**src/rtl/gumnut_timer_port.sv**
```systemverilog
// Programmable interval timer on the Gumnut I/O port bus: four byte registers,
// prescaled down-counter with sticky expiry flag and level-held interrupt request.
module gumnut_timer_port #(
  parameter logic [7:0]  BASE_ADDR = 8'h10,
  parameter int unsigned PRESCALE  = 50
) (
  input  logic       clk_i,
  input  logic       rst_ni,
  input  logic       port_cyc_i,
  input  logic       port_stb_i,
  input  logic       port_we_i,
  input  logic [7:0] port_adr_i,
  input  logic [7:0] port_dat_i,
  output logic       port_ack_o,
  output logic [7:0] port_dat_o,
  output logic       int_req_o,
  input  logic       int_ack_i
);

  localparam logic [15:0] PRE_MAX = 16'(PRESCALE - 1);

  typedef enum logic [1:0] {BUS_IDLE, BUS_ACK, BUS_HOLD} bus_state_e;

  bus_state_e  bus_q, bus_d;
  logic [7:0]  reload_q, reload_d;
  logic [7:0]  count_q, count_d;
  logic [15:0] pre_q, pre_d;
  logic        en_q, en_d, ie_q, ie_d, per_q, per_d;
  logic        exp_q, exp_d, int_q, int_d;
  logic [7:0]  rdata_q, rdata_d;

  logic        hit, accept, wr;
  logic        wr_reload, wr_ctrl, wr_status, exp_clr;
  logic        en_rise, cnt_load, tick, expire;

  assign hit       = port_cyc_i & port_stb_i & (port_adr_i[7:2] == BASE_ADDR[7:2]);
  assign accept    = hit & (bus_q == BUS_IDLE);
  assign wr        = accept & port_we_i;
  assign wr_reload = wr & (port_adr_i[1:0] == 2'd0);
  assign wr_ctrl   = wr & (port_adr_i[1:0] == 2'd1);
  assign wr_status = wr & (port_adr_i[1:0] == 2'd2);
  assign exp_clr   = wr_status & port_dat_i[0];
  assign en_rise   = wr_ctrl & port_dat_i[0] & ~en_q;
  assign cnt_load  = wr_reload | en_rise;
  assign tick      = en_q & (pre_q == '0);
  // A count-loading write swallows a coincident tick, including its expiry.
  assign expire    = tick & (count_q == '0) & ~cnt_load;

  always_ff @(posedge clk_i or negedge rst_ni) begin
    if (!rst_ni) begin
      bus_q    <= BUS_IDLE;
      reload_q <= '0;
      count_q  <= '0;
      pre_q    <= PRE_MAX;
      en_q     <= 1'b0;
      ie_q     <= 1'b0;
      per_q    <= 1'b0;
      exp_q    <= 1'b0;
      int_q    <= 1'b0;
      rdata_q  <= '0;
    end else begin
      bus_q    <= bus_d;
      reload_q <= reload_d;
      count_q  <= count_d;
      pre_q    <= pre_d;
      en_q     <= en_d;
      ie_q     <= ie_d;
      per_q    <= per_d;
      exp_q    <= exp_d;
      int_q    <= int_d;
      rdata_q  <= rdata_d;
    end
  end

  // One ack per strobe: after acking, wait for stb to drop before re-arming.
  always_comb begin
    bus_d = bus_q;
    unique case (bus_q)
      BUS_IDLE: if (hit) bus_d = BUS_ACK;
      BUS_ACK:  bus_d = port_stb_i ? BUS_HOLD : BUS_IDLE;
      BUS_HOLD: if (!port_stb_i) bus_d = BUS_IDLE;
      default:  bus_d = BUS_IDLE;
    endcase
  end

  always_comb begin
    port_ack_o = (bus_q == BUS_ACK);
    port_dat_o = port_ack_o ? rdata_q : '0;
    int_req_o  = int_q;
  end

  always_comb begin
    reload_d = reload_q;
    count_d  = count_q;
    pre_d    = pre_q;
    en_d     = en_q;
    ie_d     = ie_q;
    per_d    = per_q;
    exp_d    = exp_q;
    int_d    = int_q;
    rdata_d  = rdata_q;

    if (!en_q || cnt_load || tick) pre_d = PRE_MAX;
    else                           pre_d = pre_q - 16'd1;

    if (wr_reload) reload_d = port_dat_i;

    if (cnt_load) begin
      count_d = wr_reload ? port_dat_i : reload_q;
    end else if (tick) begin
      if (count_q != '0) count_d = count_q - 8'd1;
      else if (per_q)    count_d = reload_q;
    end

    if (wr_ctrl) begin
      en_d  = port_dat_i[0];
      ie_d  = port_dat_i[1];
      per_d = port_dat_i[2];
    end else if (expire && !per_q) begin
      en_d = 1'b0;
    end

    if (exp_clr) exp_d = 1'b0;
    if (expire)  exp_d = 1'b1;

    if (int_ack_i || exp_clr) int_d = 1'b0;
    if (expire && ie_q)       int_d = 1'b1;

    if (accept) begin
      unique case (port_adr_i[1:0])
        2'd0:    rdata_d = reload_q;
        2'd1:    rdata_d = {5'b0, per_q, ie_q, en_q};
        2'd2:    rdata_d = {7'b0, exp_q};
        default: rdata_d = count_q;
      endcase
    end
  end

endmodule

```
**config.mk**
```make
export PLATFORM = sky130hd
export DESIGN_NAME = gumnut_timer_port
export DESIGN_NICKNAME = d
export VERILOG_FILES = /design/src/rtl/gumnut_timer_port.sv
export SDC_FILE = /design/constraint.sdc
export NUM_CORES = 1
export LEC_CHECK = 0
export CAP_MARGIN = 20
export CELL_PAD_IN_SITES_DETAIL_PLACEMENT = 1
export CELL_PAD_IN_SITES_GLOBAL_PLACEMENT = 2
export CORE_MARGIN = 4
export CORE_UTILIZATION = 31
export CTS_CLUSTER_DIAMETER = 40
export CTS_CLUSTER_SIZE = 8
export DETAILED_ROUTE_END_ITERATION = 10
export GPL_TIMING_DRIVEN = 0
export MAX_ROUTING_LAYER = met4
export PLACE_DENSITY = 0.73
export SYNTH_ARGS = -nofsm -noshare
export SYNTH_HDL_FRONTEND = slang
export SYNTH_SLANG_ARGS = --single-unit
export TNS_END_PERCENT = 10
```
**constraint.sdc**
```tcl
create_clock -name clk_i -period 2.4 [get_ports clk_i]
set_clock_uncertainty 0.15 [all_clocks]
set_input_delay 0.6 -clock clk_i [delete_from_list [all_inputs] [get_ports clk_i]]
set_output_delay 0.6 -clock clk_i [all_outputs]
set_load 0.01 [all_outputs]
```
# Word-level counts from Yosys, hierarchy flattened
# Index checks and enable logic that the tools add are counted.
# op_classes
n_addsub	2
eq_ne	7
mux	18
bitwise	16
n_reduce_logical	19
# op_table
op	n
8-bit 2-to-1 mux	6
8-bit one-hot mux with 3 select lines	1
16-bit logical NOT	1
16-bit 2-to-1 mux	1
16-bit by 1-bit subtractor with 16-bit output (second input constant)	1
1-bit bitwise AND	13
8-bit logical NOT	1
2-bit nonzero test	4
8-bit nonzero test	1
8-bit by 1-bit subtractor with 8-bit output (second input constant)	1
6-bit by 3-bit == test with 1-bit output (second input constant)	1
1-bit 2-to-1 mux	6
2-bit 2-to-1 mux	3
2-bit one-hot mux with 3 select lines	1
2-bit by 1-bit == test with 1-bit output (second input constant)	2
2-bit == test (second input constant)	2
2-bit logical NOT	2
2-bit inequality test (second input constant)	2
2-bit AND reduction	2
1-bit logical OR	3
3-bit nonzero test	1
1-bit logical AND	2
1-bit logical NOT	2
1-bit inverter	2
1-bit OR	1
# word_totals
regBits	47
out_inout_bits	10

# Longest topological paths before layout
# Gate-level depths: netlist of the first run.
# depth
word_depth	13
mapped_depth	9
mapped_depth_nobuf	7

# Least setup slack after synthesis of the first run
# OpenSTA, ideal clock, no wires.
# synth_path
kind	flip-flop to flip-flop
from	register count_q[2]
to	register count_q[6]
setup_time_ps	133
arrival_time_ps	2133
required_time_ps	2117
slack_ps	-15
path_stages_with_launch	10
path_cell_list	dfrtp_1 buf_6 or3_4 buf_6 or4_4 buf_6 and4_4 buf_6 a22oi_1 a21oi_1
# synth_via
elab_chain_cells	4
word_cells_on_any_way	7
classes_between	add/sub (1); mux (3); reduce/logical (3)
# synth_rtl
element	line_no	rtl
start: declaration	26	logic [7:0] count_q, count_d;
start signal: assignment	64	count_q <= count_d;
8-bit by 1-bit subtractor with 8-bit output or 8-bit nonzero test (tied branches)	111	if (count_q != '0) count_d = count_q - 8'd1;
8-bit 2-to-1 mux	111	
8-bit 2-to-1 mux	110	end else if (tick) begin
8-bit 2-to-1 mux	108	if (cnt_load) begin
# Parallel ways exist; a longest one is shown, timed or not. The select of a mux whose other input is x is not followed.
# A chain may end at the register's enable or synchronous reset.

# Worst setup path in the final report of the first run
# layout_path
from	register count_q[2]
to	register count_q[5]
# The elaborated chain is that of the path after synthesis.

==> impl_metrics.xml, run 1 <==
<?xml version="1.0" encoding="UTF-8"?>
<metrics>
  <group name="floorplanning">
    <metric name="initial_core_util" unit="%">31.97</metric>
    <metric name="placement_rows" unit="">33</metric>
    <metric name="core-area" unit="sq um">8258</metric>
    <metric name="io_pins" unit="">32</metric>
    <metric name="chipHeight" unit="um">100.3</metric>
    <metric name="floorplan_die_width" unit="um">100.3</metric>
    <metric name="die_area" unit="sq um">10060</metric>
  </group>
  <group name="detailed_routing">
    <metric name="antenna_left" unit="">0</metric>
    <metric name="drt-total-wl" unit="mm">7.272</metric>
    <metric name="route.detailed.wl_per_inst" unit="um">17.07</metric>
    <metric name="drt-pass1-iter-count" unit="">4</metric>
    <metric name="remaining_drc_errors" unit="">0</metric>
    <metric name="drtIter0Drc" unit="">65</metric>
    <metric name="viasPerCell" unit="">5.277</metric>
    <metric name="vias" unit="">2248</metric>
  </group>
  <group name="grt">
    <metric name="grt_most_used_layer" unit="">met2</metric>
    <metric name="grt_max_degree" unit="">25</metric>
    <metric name="number_of_global_route_vias_before_repair" unit="">2331</metric>
    <metric name="grt.total_usage" unit="%">15.97</metric>
    <metric name="antenna_found_initial" unit="">0</metric>
    <metric name="grt_pass1_wl" unit="mm">12.30</metric>
    <metric name="grt_use_met1" unit="%">20.49</metric>
    <metric name="grt_remaining_overflow" unit="">0</metric>
    <metric name="gr-usage-met3" unit="%">2.432</metric>
    <metric name="met2_usage_in_global_routing" unit="%">26.04</metric>
  </group>
  <group name="setup_path">
    <metric name="r2r_start" unit="">count_q[2]</metric>
    <metric name="timing_worst_setup_path_type" unit="">register to register</metric>
    <metric name="critPathMaxStageDelay" unit="ns">0.56</metric>
    <metric name="regToRegSetupSlack" unit="ns">0.05</metric>
    <metric name="cp_slowest_cell" unit="">sky130_fd_sc_hd__or4_4</metric>
    <metric name="cp_required" unit="ns">2.44</metric>
    <metric name="worst-endpoint-arrival" unit="ns">2.40</metric>
    <metric name="timing.critical_path.fanout_max" unit="">8</metric>
    <metric name="endpoint_kind" unit="">register</metric>
    <metric name="setup.worst_path.start_class" unit="">register</metric>
    <metric name="critPathMostFrequentCell" unit="">sky130_fd_sc_hd__buf_6</metric>
    <metric name="crit_path_start" unit="">count_q[2]</metric>
    <metric name="crit_chain" unit="">buf_6, or3_4, or4_4, and4_4, buf_6, mux2i_1, a21oi_1</metric>
  </group>
  <group name="synthesis">
    <metric name="async_flop_share" unit="%">100.0</metric>
    <metric name="post_synthesis_net_count" unit="">303</metric>
    <metric name="synth_top_cell_by_area" unit="">sky130_fd_sc_hd__dfrtp_1</metric>
    <metric name="syn-mean-instance-area" unit="sq um">9.531</metric>
    <metric name="top_cell_type_s_share_of_synthesized_area" unit="%">41.71</metric>
    <metric name="synth_cell_type_count" unit="">53</metric>
    <metric name="cell_with_the_most_instances_after_synthesis" unit="">sky130_fd_sc_hd__dfrtp_1</metric>
    <metric name="synth.top_cells.by_area" unit="">sky130_fd_sc_hd__dfrtp_1 (42%), sky130_fd_sc_hd__mux2_2 (4.3%), sky130_fd_sc_hd__nor2_1 (4.3%), sky130_fd_sc_hd__o21ai_0 (3.0%), sky130_fd_sc_hd__dfstp_2 (3.0%)</metric>
    <metric name="ys_ff_latch" unit="">47</metric>
    <metric name="synthesized_cell_area" unit="sq um">2640</metric>
    <metric name="yosys-top-cells-count" unit="">sky130_fd_sc_hd__dfrtp_1 (44), sky130_fd_sc_hd__nor2_1 (30), sky130_fd_sc_hd__nand2_1 (20), sky130_fd_sc_hd__o21ai_0 (16)</metric>
    <metric name="count_of_flip_flops_with_a_built_in_enable_after_synthesis" unit="">0</metric>
    <metric name="synth.yosys.warnings" unit="">0</metric>
    <metric name="synth.yosys.seq_area_share" unit="%">44.69</metric>
    <metric name="synth_cells" unit="">277</metric>
    <metric name="synth_ff_type" unit="">sky130_fd_sc_hd__dfrtp_1</metric>
  </group>
  <group name="finish">
    <metric name="fill_cells" unit="">941</metric>
    <metric name="ant_cells" unit="">0</metric>
    <metric name="area_growth" unit="%">27.68</metric>
    <metric name="final_net_count" unit="">346</metric>
    <metric name="proportion_of_layout_cells_with_a_drive_suffix_above_1" unit="%">20.87</metric>
    <metric name="layout.core_utilization" unit="%">40.82</metric>
    <metric name="instances_no_fill" unit="">426</metric>
  </group>
  <group name="placement">
    <metric name="detailed_place_hpwl" unit="mm">5.355</metric>
    <metric name="buffer_ports.inserted" unit="">29</metric>
    <metric name="gp_congestion" unit="">0.8035</metric>
    <metric name="placedCellCount" unit="">412</metric>
  </group>
  <group name="timing">
    <metric name="worst_pin_slew" unit="ns">0.7230</metric>
    <metric name="hold_violations" unit="">0</metric>
    <metric name="grt_setup_unrepaired" unit="">yes</metric>
    <metric name="setup_tns" unit="ns">0</metric>
    <metric name="fmax" unit="GHz">0.4248</metric>
    <metric name="finalSetupViolations" unit="">0</metric>
    <metric name="finalCritPeriodShare" unit="%">98.09</metric>
    <metric name="whs" unit="ns">0.1267</metric>
    <metric name="final-max-slew-violation-count" unit="">0</metric>
    <metric name="finalCriticalPeriod" unit="ns">2.354</metric>
    <metric name="max-slew-margin-rel" unit="%">51.36</metric>
  </group>
  <group name="clocking">
    <metric name="worst_skew_pair.late_latency" unit="ns">0.31</metric>
    <metric name="max-clock-path-buffers" unit="">2</metric>
    <metric name="numClockSinks" unit="">47</metric>
    <metric name="tritoncts" unit="">done</metric>
    <metric name="cts.hold.buffers_added" unit="">0</metric>
    <metric name="clock_tree.htree_level_count" unit="">2</metric>
    <metric name="clock_transition_at_path_regs" unit="ns">0.09</metric>
    <metric name="cts_made_buffers" unit="">5</metric>
    <metric name="cts_root_buffer" unit="">sky130_fd_sc_hd__clkbuf_8</metric>
  </group>
  <group name="pwr">
    <metric name="powerDensity" unit="nW/um^2">442.4</metric>
    <metric name="total_power" unit="uW">1491</metric>
    <metric name="leakage" unit="uW">0.001406</metric>
    <metric name="peakVddDrop" unit="V">0.0002197</metric>
  </group>
  <group name="min_path">
    <metric name="timing.hold.worst.class" unit="">input port to asynchronous set/reset pin</metric>
  </group>
  <group name="job">
    <metric name="maxCapViolations" unit="">0</metric>
  </group>
  <group name="run_status">
    <metric name="outcome" unit="">completed</metric>
  </group>
</metrics>
per-stage QoR:
step           cell area (sq um)  worst slack (ns)
2_1_floorplan               2640         -0.008363
3_3_place_gp                3062           -0.8463
3_5_place_dp                3077           -0.9909
4_1_cts                     3284         -0.006428
5_1_grt                     3371          -0.08048
6_report                    3371           0.04573
cell usage in the layout (no fill, tap or decap), types with 3 or more instances in the layout:
cell type and n:
sky130_fd_sc_hd__dfrtp_1 42, sky130_fd_sc_hd__nor2_1 29, sky130_fd_sc_hd__nand2_1 19, sky130_fd_sc_hd__clkdlybuf4s50_1 19, sky130_fd_sc_hd__o21ai_0 15, sky130_fd_sc_hd__buf_4 13
sky130_fd_sc_hd__nand4_1 10, sky130_fd_sc_hd__mux2_2 10, sky130_fd_sc_hd__and2_1 9, sky130_fd_sc_hd__inv_1 8, sky130_fd_sc_hd__nor3_1 8, sky130_fd_sc_hd__a21oi_1 8
sky130_fd_sc_hd__dlygate4sd2_1 8, sky130_fd_sc_hd__clkbuf_8 7, sky130_fd_sc_hd__xor2_1 6, sky130_fd_sc_hd__nand3_1 6, sky130_fd_sc_hd__mux2i_1 6, sky130_fd_sc_hd__clkbuf_1 5
sky130_fd_sc_hd__xnor2_1 5, sky130_fd_sc_hd__o21ai_1 5, sky130_fd_sc_hd__nor2b_1 4, sky130_fd_sc_hd__nor4_1 4, sky130_fd_sc_hd__ha_1 4, sky130_fd_sc_hd__nand3_4 3
sky130_fd_sc_hd__o31ai_1 3, sky130_fd_sc_hd__nand2b_1 3, sky130_fd_sc_hd__a22oi_1 3, sky130_fd_sc_hd__a2bb2oi_1 3, sky130_fd_sc_hd__dfstp_2 3
what timing repair did:
action / in CTS / in global routing
setup endpoints to repair: 50 / 22
pin swaps: 4 / 8
setup buffers: 5 / 6
resized for setup: 29 / 14
area by class of cell:
type	count	area [sq um]	share of cell area, %
Sequential cell	47	1182	35.08
Clock inverter	1	7.507	0.2227
Timing Repair Buffer	41	380.4	11.28
Multi-Input combinational cell	206	1475	43.76
Clock buffer	7	96.34	2.858
Buffer	10	61.31	1.819
Inverter	9	36.28	1.076
Tap cell	105	131.4	3.898
power breakdown:
part	switching, uW	internal, uW
combinational	59.6	63.3
clock	283	263
sequential	15.4	807
state kept, by name, summed over array words and instances (netlist names):
register,cells
en_q,1
count_q,8
int_req_o,1
exp_q,1
ie_q,1
reload_q,8
pre_q,16
per_q,1
rdata_q,8
bus_q,2
cells by family after synthesis:
group           share of synthesized area (%)
simple gates                            24.93
flops                                   44.69
buf+inv                                 4.644
xor+xnor                                3.649
mux                                     7.393
fa+ha+maj                               1.896
compound gates                          12.80
worst max-delay path, delay by kind of cell (launching register included):
kind                   cells  cell delay [ns]
AOI/OAI and AO/OA          1             0.08
buffers and inverters      2             0.28
DFF                        1             0.39
muxes                      1             0.15
and+or+nand+nor            3             1.19
worst paths after layout:
path                              end  cells after the start
max                        count_q[5]                      7
min                          bus_q[1]                      1
max reg2reg                count_q[5]                      7
min reg2reg                rdata_q[1]                      2
max in group asynchronous    pre_q[4]                      2
min in group clk_i         rdata_q[1]                      2
metal layers:
layer	vias up	part of all wire, %
li1	1088	-
met1	1110	46
met2	39	49
met3	11	3.1
met4	0	1.6
met5	-	0
(Power assumes the default switching activity.)
==> run 2, diff against run 1 <==
--- a/config.mk
+++ b/config.mk
@@ -16,6 +16,7 @@
 export GPL_TIMING_DRIVEN = 0
 export MAX_ROUTING_LAYER = met4
 export PLACE_DENSITY = 0.73
+export SLEW_MARGIN = 20
 export SYNTH_ARGS = -nofsm -noshare
 export SYNTH_HDL_FRONTEND = slang
 export SYNTH_SLANG_ARGS = --single-unit
==> results of run 2 <==
Final layout, timing and power as in run 1 (identical DEF).
==> run 3, diff against run 2 <==
--- a/config.mk
+++ b/config.mk
@@ -8,6 +8,7 @@
 export CAP_MARGIN = 20
 export CELL_PAD_IN_SITES_DETAIL_PLACEMENT = 1
 export CELL_PAD_IN_SITES_GLOBAL_PLACEMENT = 2
+export CORE_ASPECT_RATIO = 0.5
 export CORE_MARGIN = 4
 export CORE_UTILIZATION = 31
 export CTS_CLUSTER_DIAMETER = 40
==> run 3 against run 2 <==
Clock power rose by 49%. Power increased by 18%. Routed wire length rose by 4.9%. Worst hold slack better by 0.0094 ns. First-iteration DRC count increased by 37%. Sequential share of layout area is 0.46 points lower. Global-route usage up 0.27 points. Worst setup slack improved by 0.016 ns. Fmax grew 0.67%. Clock-buffer cell count is 2 lower.
==> impl_metrics.xml, run 3 (synthesis results as in run 1) <==
<?xml version="1.0" encoding="UTF-8"?>
<metrics>
  <group name="run_status">
    <metric name="outcome" unit="">completed</metric>
  </group>
  <group name="grt">
    <metric name="grt_pass1_wl" unit="mm">12.71</metric>
    <metric name="number_of_global_route_vias_before_repair" unit="">2458</metric>
    <metric name="grt_max_degree" unit="">26</metric>
    <metric name="grt_remaining_overflow" unit="">0</metric>
    <metric name="antenna_found_initial" unit="">0</metric>
    <metric name="grt.total_usage" unit="%">16.24</metric>
  </group>
  <group name="clocking">
    <metric name="numClockSinks" unit="">47</metric>
    <metric name="clock_transition_at_path_regs" unit="ns">0.07</metric>
    <metric name="clock_tree.htree_level_count" unit="">2</metric>
    <metric name="cts_root_buffer" unit="">sky130_fd_sc_hd__clkbuf_16</metric>
    <metric name="tritoncts" unit="">done</metric>
    <metric name="max-clock-path-buffers" unit="">2</metric>
    <metric name="cts_made_buffers" unit="">5</metric>
    <metric name="worst_skew_pair.late_latency" unit="ns">0.30</metric>
  </group>
  <group name="floorplanning">
    <metric name="placement_rows" unit="">23</metric>
    <metric name="core-area" unit="sq um">8144</metric>
    <metric name="floorplan_die_width" unit="um">138.5</metric>
    <metric name="io_pins" unit="">32</metric>
    <metric name="initial_core_util" unit="%">32.42</metric>
    <metric name="die_area" unit="sq um">10150</metric>
    <metric name="chipHeight" unit="um">73.26</metric>
  </group>
  <group name="setup_path">
    <metric name="crit_chain" unit="">buf_6, or3_4, or4_4, and4_4, buf_6, mux2i_1, a21oi_1</metric>
    <metric name="cp_required" unit="ns">2.47</metric>
    <metric name="timing.critical_path.fanout_max" unit="">8</metric>
    <metric name="critPathMostFrequentCell" unit="">sky130_fd_sc_hd__buf_6</metric>
    <metric name="worst-endpoint-arrival" unit="ns">2.41</metric>
    <metric name="critPathBufInv" unit="">2</metric>
    <metric name="timing_worst_setup_path_type" unit="">register to register</metric>
    <metric name="setup.worst_path.start_class" unit="">register</metric>
    <metric name="endpoint_kind" unit="">register</metric>
    <metric name="cp_top_delay_family" unit="">simple AND/OR/NAND/NOR gates</metric>
    <metric name="critPathMaxStageDelay" unit="ns">0.56</metric>
    <metric name="cp_slowest_cell" unit="">sky130_fd_sc_hd__or4_4</metric>
  </group>
  <group name="timing">
    <metric name="grt_setup_unrepaired" unit="">yes</metric>
    <metric name="finalCritPeriodShare" unit="%">97.44</metric>
    <metric name="setup_tns" unit="ns">0</metric>
    <metric name="finalSetupViolations" unit="">0</metric>
    <metric name="max-slew-margin-rel" unit="%">52.53</metric>
    <metric name="final-max-slew-violation-count" unit="">0</metric>
    <metric name="hold_violations" unit="">0</metric>
    <metric name="fmax" unit="GHz">0.4276</metric>
    <metric name="whs" unit="ns">0.1361</metric>
    <metric name="finalCriticalPeriod" unit="ns">2.339</metric>
    <metric name="worst_pin_slew" unit="ns">0.7061</metric>
  </group>
  <group name="pwr">
    <metric name="total_power" unit="uW">1754</metric>
    <metric name="leakage" unit="uW">0.001392</metric>
    <metric name="pwr-share-comb" unit="%">6.7</metric>
    <metric name="switching_power" unit="uW">393.9</metric>
    <metric name="power.share.switching" unit="%">22.45</metric>
    <metric name="peakVddDrop" unit="V">0.0002580</metric>
    <metric name="power.share.clock" unit="%">46.3</metric>
    <metric name="total_internal_power" unit="uW">1360</metric>
    <metric name="seq_pwr_share" unit="%">47.0</metric>
    <metric name="powerDensity" unit="nW/um^2">513.6</metric>
  </group>
  <group name="detailed_routing">
    <metric name="remaining_drc_errors" unit="">0</metric>
    <metric name="drtIter0Drc" unit="">89</metric>
    <metric name="antenna_left" unit="">0</metric>
    <metric name="vias" unit="">2237</metric>
    <metric name="drt-total-wl" unit="mm">7.629</metric>
    <metric name="drt-pass1-iter-count" unit="">4</metric>
    <metric name="viasPerCell" unit="">5.202</metric>
    <metric name="route.detailed.wl_per_inst" unit="um">17.74</metric>
  </group>
  <group name="placement">
    <metric name="gp_congestion" unit="">0.8074</metric>
    <metric name="placed_cell_area" unit="sq um">3085</metric>
    <metric name="buffer_ports.inserted" unit="">29</metric>
    <metric name="detailed_place_hpwl" unit="mm">5.694</metric>
    <metric name="placedCellCount" unit="">419</metric>
  </group>
  <group name="finish">
    <metric name="fill_cells" unit="">940</metric>
    <metric name="area_occupied_by_multi_input_gates" unit="sq um">1463</metric>
    <metric name="final_net_count" unit="">343</metric>
    <metric name="area_growth" unit="%">29.38</metric>
    <metric name="mostFrequentLayoutCell" unit="">sky130_fd_sc_hd__dfrtp_1</metric>
    <metric name="instances_no_fill" unit="">430</metric>
    <metric name="proportion_of_layout_cells_with_a_drive_suffix_above_1" unit="%">20.13</metric>
    <metric name="largest_register_ffs" unit="">16</metric>
    <metric name="layout.area.seq" unit="sq um">1182</metric>
    <metric name="largest_register" unit="">pre_q</metric>
    <metric name="finalInstanceArea" unit="sq um">3416</metric>
    <metric name="most-common-layout-cells" unit="">sky130_fd_sc_hd__dfrtp_1 (42), sky130_fd_sc_hd__nor2_1 (30), sky130_fd_sc_hd__nand2_1 (20), sky130_fd_sc_hd__clkdlybuf4s50_1 (20), sky130_fd_sc_hd__o21ai_0 (16)</metric>
    <metric name="ant_cells" unit="">0</metric>
  </group>
  <group name="job">
    <metric name="maxCapViolations" unit="">0</metric>
  </group>
  <group name="min_path">
    <metric name="timing.hold.worst.class" unit="">input port to asynchronous set/reset pin</metric>
  </group>
</metrics>
## run 3: cell types whose count changed in the layout (fill, tap and decap cells not counted), moves of 2 or more
cell,previous run,this run
sky130_fd_sc_hd__buf_4,13,8
sky130_fd_sc_hd__buf_6,2,4
sky130_fd_sc_hd__clkbuf_16,0,5
sky130_fd_sc_hd__clkbuf_8,7,0
sky130_fd_sc_hd__clkinv_2,0,2
## run 3: stage by stage
step	util [%]	setup WS, ns
3_5_place_dp	37.89	-0.8431
6_report	41.94	0.06146
2_1_floorplan	-	-0.008363
5_1_grt	41.94	-0.003322
4_1_cts	40.88	-0.02636
3_3_place_gp	37.70	-0.8349
## run 3: final cells by class
| cell class | count | area share [%] |
|---|---|---|
| flip-flops and latches | 47 | 34.62 |
| clock inverters | 3 | 1.282 |
| clock buffers | 5 | 3.663 |
| inverters | 9 | 1.026 |
| well taps | 112 | 4.103 |
| repair buffers | 38 | 10.40 |
| multi-input cells | 206 | 42.82 |
| plain buffers | 10 | 2.088 |
## run 3: timing repair
item                                    4_1_cts  5_1_grt
endpoints found under the hold margin         0        0
hold buffers                                  0        0
resized for setup                            23       18
gates cloned                                  0        0
pin swaps                                     5        7
endpoints found under the setup margin       44       21
buffers inserted                              5        3
## run 3: final timing paths
path	start	end	slack, ns	cells after the start
setup / recovery	count_q[2]	count_q[5]	0.06	7
hold / removal	rst_ni	pre_q[7]	0.14	1
setup reg to reg	count_q[2]	count_q[5]	0.06	7
max in group asynchronous	rst_ni	pre_q[5]	1.36	2
hold reg to reg	rdata_q[0]	rdata_q[0]	0.31	2
min in group clk_i	rdata_q[0]	rdata_q[0]	0.31	2
## run 3: per-layer routing
metal	part of all wire, %	global-route usage (%)
met1	49	21.11
met2	47	26.78
met3	2.6	2.796
met4	0.76	4.272
met5	0	-
## run 3: power by group through the flow
| stage | clock [uW] | sequential (uW) | combinational [uW] |
|---|---|---|---|
| after CTS | 836 | 821 | 120 |
| after floorplan | 0 | 831 | 50.2 |
| final | 812 | 824 | 118 |
| after global routing | 876 | 827 | 133 |
| after detailed placement | 0 | 836 | 116 |
| after global placement | 0 | 835 | 109 |
